==> src/rtl/gaussian_blur.sv <==
// 3x3 Gaussian blur over a raw-image SRAM: 9-tap fetch with edge clamping, one blurred pixel every 11 cycles.
// Optional macro GAUS_ROUNDING_EN selects round-half-up with saturation instead of truncation.
module gaussian_blur #(
    parameter int X_MAX = 400,
    parameter int Y_MAX = 400
) (
    input  logic                   clk,
    input  logic                   n_rst,
    input  logic                   new_trans,
    input  logic [$clog2(X_MAX)-1:0] max_x,
    input  logic [$clog2(Y_MAX)-1:0] max_y,
    output logic                   read_SRAM_raw,
    output logic [$clog2(X_MAX):0] x_addr_raw,
    output logic [$clog2(Y_MAX):0] y_addr_raw,
    input  logic [7:0]             SRAM_in_raw,
    output logic                   write_SRAM_gaus,
    output logic [$clog2(X_MAX):0] x_addr_gaus,
    output logic [$clog2(Y_MAX):0] y_addr_gaus,
    output logic [7:0]             SRAM_gaus_wdata,
    output logic                   gaus_sample_flag,
    output logic                   gaus_done
);
    localparam int XW = $clog2(X_MAX);
    localparam int YW = $clog2(Y_MAX);
    localparam logic [XW-1:0] X_ONE = 1;
    localparam logic [YW-1:0] Y_ONE = 1;

    typedef enum logic [2:0] {IDLE, FETCH, ACC, WRITE, DONE} state_t;

    state_t        state, state_nxt;
    logic [1:0]    row, row_nxt, col, col_nxt, wsh;
    logic [XW-1:0] mx, mx_nxt, px, px_nxt, cx;
    logic [YW-1:0] my, my_nxt, py, py_nxt, cy;
    logic [11:0]   acc, acc_nxt, acc_add;
    logic [XW:0]   raw_x_q, gaus_x_q;
    logic [YW:0]   raw_y_q, gaus_y_q;
    logic [7:0]    pix, wdata_q;

    // Tap coordinates: row/col 0..2 map to offset -1..+1, clamped to the frame.
    always_comb begin
        cx = px;
        cy = py;
        if (col == 2'd0 && px != '0)      cx = px - X_ONE;
        if (col == 2'd2 && px != mx - X_ONE) cx = px + X_ONE;
        if (row == 2'd0 && py != '0)      cy = py - Y_ONE;
        if (row == 2'd2 && py != my - Y_ONE) cy = py + Y_ONE;
    end

    // wsh is the log2 kernel weight of the tap whose data arrives this cycle.
    assign acc_add = acc + (12'(SRAM_in_raw) << wsh);

`ifdef GAUS_ROUNDING_EN
    logic [12:0] rnd;
    assign rnd = {1'b0, acc} + 13'd8;
    assign pix = rnd[12] ? 8'hFF : rnd[11:4];
`else
    assign pix = acc[11:4];
`endif

    always_comb begin
        state_nxt = state;
        row_nxt   = row;
        col_nxt   = col;
        mx_nxt    = mx;
        my_nxt    = my;
        px_nxt    = px;
        py_nxt    = py;
        acc_nxt   = acc;
        case (state)
            IDLE, DONE: begin
                if (new_trans) begin
                    mx_nxt    = max_x;
                    my_nxt    = max_y;
                    px_nxt    = '0;
                    py_nxt    = '0;
                    row_nxt   = '0;
                    col_nxt   = '0;
                    acc_nxt   = '0;
                    state_nxt = (max_x == '0 || max_y == '0) ? DONE : FETCH;
                end
            end
            FETCH: begin
                if (row != 2'd0 || col != 2'd0) acc_nxt = acc_add;
                if (col == 2'd2) begin
                    col_nxt = '0;
                    if (row == 2'd2) begin
                        row_nxt   = '0;
                        state_nxt = ACC;
                    end else begin
                        row_nxt = row + 2'd1;
                    end
                end else begin
                    col_nxt = col + 2'd1;
                end
            end
            ACC: begin
                acc_nxt   = acc_add;
                state_nxt = WRITE;
            end
            WRITE: begin
                acc_nxt   = '0;
                state_nxt = FETCH;
                if (px == mx - X_ONE) begin
                    px_nxt = '0;
                    if (py == my - Y_ONE) state_nxt = DONE;
                    else                  py_nxt = py + Y_ONE;
                end else begin
                    px_nxt = px + X_ONE;
                end
            end
            default: state_nxt = IDLE;
        endcase
    end

    always_ff @(posedge clk or negedge n_rst) begin
        if (!n_rst) begin
            state    <= IDLE;
            row      <= '0;
            col      <= '0;
            mx       <= '0;
            my       <= '0;
            px       <= '0;
            py       <= '0;
            acc      <= '0;
            wsh      <= '0;
            raw_x_q  <= '0;
            raw_y_q  <= '0;
            gaus_x_q <= '0;
            gaus_y_q <= '0;
            wdata_q  <= '0;
        end else begin
            state <= state_nxt;
            row   <= row_nxt;
            col   <= col_nxt;
            mx    <= mx_nxt;
            my    <= my_nxt;
            px    <= px_nxt;
            py    <= py_nxt;
            acc   <= acc_nxt;
            if (state == FETCH) begin
                wsh     <= {1'b0, row == 2'd1} + {1'b0, col == 2'd1};
                raw_x_q <= {1'b0, cx};
                raw_y_q <= {1'b0, cy};
            end
            if (state == WRITE) begin
                gaus_x_q <= {1'b0, px};
                gaus_y_q <= {1'b0, py};
                wdata_q  <= pix;
            end
        end
    end

    // Addresses/data drive live in their active state and hold the last value otherwise.
    assign read_SRAM_raw    = (state == FETCH);
    assign write_SRAM_gaus  = (state == WRITE);
    assign gaus_sample_flag = (state == WRITE);
    assign gaus_done        = (state == DONE);
    assign x_addr_raw       = (state == FETCH) ? {1'b0, cx} : raw_x_q;
    assign y_addr_raw       = (state == FETCH) ? {1'b0, cy} : raw_y_q;
    assign x_addr_gaus      = (state == WRITE) ? {1'b0, px} : gaus_x_q;
    assign y_addr_gaus      = (state == WRITE) ? {1'b0, py} : gaus_y_q;
    assign SRAM_gaus_wdata  = (state == WRITE) ? pix : wdata_q;

endmodule

==> config.mk <==
export PLATFORM = sky130hd
export DESIGN_NAME = gaussian_blur
export DESIGN_NICKNAME = d
export VERILOG_FILES = /design/src/rtl/gaussian_blur.sv
export SDC_FILE = /design/constraint.sdc
export NUM_CORES = 1
export LEC_CHECK = 0
export ABC_AREA = 1
export BUFFER_PORTS_ARGS = -buffer_cell sky130_fd_sc_hd__buf_2
export CORE_UTILIZATION = 50
export CTS_CLUSTER_DIAMETER = 30
export DETAILED_ROUTE_END_ITERATION = 10
export PLACE_DENSITY = 0.78
export SYNTH_ARGS = -nofsm -noshare
export SYNTH_HDL_FRONTEND = slang
export SYNTH_SLANG_ARGS = --single-unit
==> constraint.sdc <==
create_clock -name clk -period 7 [get_ports clk]
set_clock_uncertainty 0.2 [all_clocks]
set_input_delay 1.4 -clock clk [delete_from_list [all_inputs] [get_ports clk]]
set_output_delay 1.4 -clock clk [all_outputs]
set_load 0.03 [all_outputs]
==> summary.txt <==
RSZ-0062 raised after global routing -> no
Final Instance Area -> 7320 um2
CTS root buf -> clkbuf_16
Post-synth EDFFs -> 0
Fmax -> 222 MHz
I/O Buffers -> 80
Required @ worst endpoint -> 5.40 ns
Clock sink total -> 105
Worst-path clk slew -> 0.07 ns
Nets -> 1001
Hold-fix buffers, CTS -> 0
Peak supply drop -> 0.000259 V
CP endpoint kind -> output port
Final WL -> 15.3 mm
Pre-CTS WS -> 2.93 ns
Post-synthesis sequential area ratio -> 40.2%
Synth Register Bits -> 105
Nature of the critical path startpoint -> flip-flop
Post-cts sizing count -> 0
Least-Margin Pin Slew -> 0.864 ns
Die height -> 116 um
Global-route wire length before repair -> 25.4 mm
GRT Total Usage -> 24.3%
Row cnt -> 41
CTS buffer count -> 9
Leakage -> 3.93 nW
Crit path buffers/inverters -> 2
CTS tree -> yes
Fin. Hold Viols -> 0
Fin. max-slew vios -> 0
Final non-filler cell total -> 1129
Post-Syn Area -> 6540 um2
GR Overflow Total -> 0
Share of layout cells above drive strength 1 -> 12.5%
Die Footprint -> 13500 um2
Worst Setup Slack, final -> 2.49 ns
Async S/R FF share, synth -> 100%
Crit path time final -> 4.51 ns
Iteration-0 DRC Markers -> 434
Hold Crit Class -> reg -> reg
Area added between synthesis and finish -> 11.9%
Detailed Place HPWL -> 11.2 mm
Syn_area_per_cell -> 7.35 um2
Clock buffer depth -> 2
Maximum fanout along the worst path -> 11
GPL Wtd Cong -> 0.916
Placed cell count -> 1114
Worst Hold Margin -> 0.275 ns
Core ar. -> 12700 um2
Pin count of the biggest net entering global routing -> 71
Antenna Cells -> 0
Ys Warns -> 0
Vias in the first global route -> 5285
Routed via count -> 5872
Syn nets -> 938
Final setup viols -> 0
Critical path's largest stage delay -> 0.46 ns
MaxCap Viol Count -> 0
Post-CTS setup buffers -> 0
Slowest-stage cell, CP -> nand4_1
Die X -> 116 um
H-tree lvl count -> 3
Ports -> 81
Power Dens Cells -> 432 nW/um2
Crit Path Class -> reg -> out
Pre-antenna DRT Iters -> 5
# DRC -> 0
Starting Density -> 51.6%
DRT antenna net count -> 0
Power Total -> 3.16 mW
Avg WL per Cell -> 13.6 um
Worst-path cell chain -> inv_1, ha_1, nand2_1, nor2_1, xor2_1, nand4_1, nand2_4, nand2_1, nand2_1, nand2_1, nand2_1, buf_2
Initial antenna violation count -> 0
Kind of cell adding the most delay to the critical path -> simple AND/OR/NAND/NOR gates
Status -> completed
CP most frequent cell -> nand2_1
Final period util -> 64.4%
Fin util -> 57.8%
Setup TNS Final -> 0 ns
Slew headroom -> 42.4%
Synthesized instance count -> 890
Synth cell types -> 44
Most used DFF post-synth -> dfrtp_1
Via density per instance -> 5.20
Worst-skew pair later-pin latency -> 0.36 ns
Cell Area, Placed -> 7020 um2
CP arrival -> 2.91 ns
[flip-flops by register name, indices dropped and copies added, names as in the netlist]
| register | flops |
|---|---|
| row | 2 |
| gaus_y_q | 10 |
| mx | 9 |
| raw_y_q | 10 |
| my | 9 |
| gaus_x_q | 10 |
| raw_x_q | 10 |
| state | 3 |
| wdata_q | 8 |
| wsh | 2 |
| py | 9 |
| col | 2 |
| acc | 12 |
| px | 9 |
[layout by cell type, fill, tap and decap left out, types with 3 or more instances in the layout]
cell type	count
nand2_1	262
dfrtp_1	105
inv_1	98
nand3_1	85
o21ai_0	80
buf_2	79
nor2_1	64
xor2_1	35
a21oi_1	18
ha_1	18
nor3_1	11
xnor2_1	9
clkbuf_16	9
mux2i_1	8
o31ai_1	7
buf_4	7
nand4_1	6
nand3b_1	5
nor4_1	5
or2_0	5
nor2_2	4
inv_2	4
o22ai_1	4
nand2_2	3
clkinv_1	3
clkinv_4	3
[synth_stat cells (2+ instances only)]
cell type | number | area, um2
a21oi_1 | 18 | 90.1
a22o_1 | 2 | 17.5
buf_1 | 2 | 7.51
buf_2 | 9 | 45.0
buf_4 | 4 | 30.0
clkbuf_1 | 16 | 60.1
clkinv_1 | 3 | 11.3
dfrtp_1 | 105 | 2630
ha_1 | 18 | 225
inv_1 | 98 | 368
inv_2 | 4 | 15.0
mux2i_1 | 8 | 80.1
nand2_1 | 262 | 983
nand2_2 | 3 | 18.8
nand3_1 | 85 | 425
nand3_2 | 2 | 20.0
nand3b_1 | 5 | 37.5
nand4_1 | 6 | 37.5
nor2_1 | 65 | 244
nor2_2 | 3 | 18.8
nor3_1 | 11 | 55.1
nor4_1 | 5 | 31.3
o21ai_0 | 80 | 400
o22ai_1 | 4 | 25.0
o31ai_1 | 7 | 52.6
or2_0 | 5 | 31.3
xnor2_1 | 9 | 78.8
xor2_1 | 35 | 307
[area by class of cell]
cell class / instances / area, um2
clock buffer: 9 / 225
clock inverter: 6 / 77.6
fill: 1226 / 5350
inverter: 106 / 403
multi-input combinational: 645 / 3320
sequential: 105 / 2630
tap: 172 / 215
timing repair buffer: 86 / 448
[path summary, 6_finish.rpt]
check                            from            end  slack, ns  cells past startpoint
setup / recovery                my[0]  y_addr_raw[0]       2.49                     12
hold / removal             wdata_q[5]     wdata_q[5]       0.27                      2
setup reg to reg                my[0]          py[1]       4.15                     10
hold reg to reg            wdata_q[5]     wdata_q[5]       0.27                      2
max in group asynchronous       n_rst          py[2]       4.54                      2
min in group asynchronous       n_rst    gaus_y_q[9]       0.80                      1
[per-layer routing]
layer / GRT usage (%) / wire length, um / up-vias
met1: 32.2 / 7070 / 2709
met4: 7.18 / 234 / 0
li1: - / - / 2974
met5: 0 / 0 / -
met3: 5.09 / 840 / 21
met2: 40.0 / 7200 / 168
[power by group]
| group | internal, mW | leakage (nW) | switching (mW) |
|---|---|---|---|
| Sequential | 0.802 | 1.40 | 0.135 |
| Combinational | 0.542 | 2.38 | 1.16 |
| Clock | 0.282 | 0.146 | 0.238 |
[kinds of logic after synthesis]
kind of cell	after synthesis	synth area share (%)
buf+inv	140	9.08
fa+ha+maj	19	3.75
simple gates	455	29.5
compound gates	117	9.83
mux	9	1.40
xor+xnor	45	6.23
flops	105	40.2
[worst min-delay path, delay by kind of cell, from the launching register on]
| kind | cells | cell delay (ns) |
|---|---|---|
| and+or+nand+nor | 2 | 0.11 |
| DFF | 1 | 0.33 |
Power figures use the tool's default switching activity.
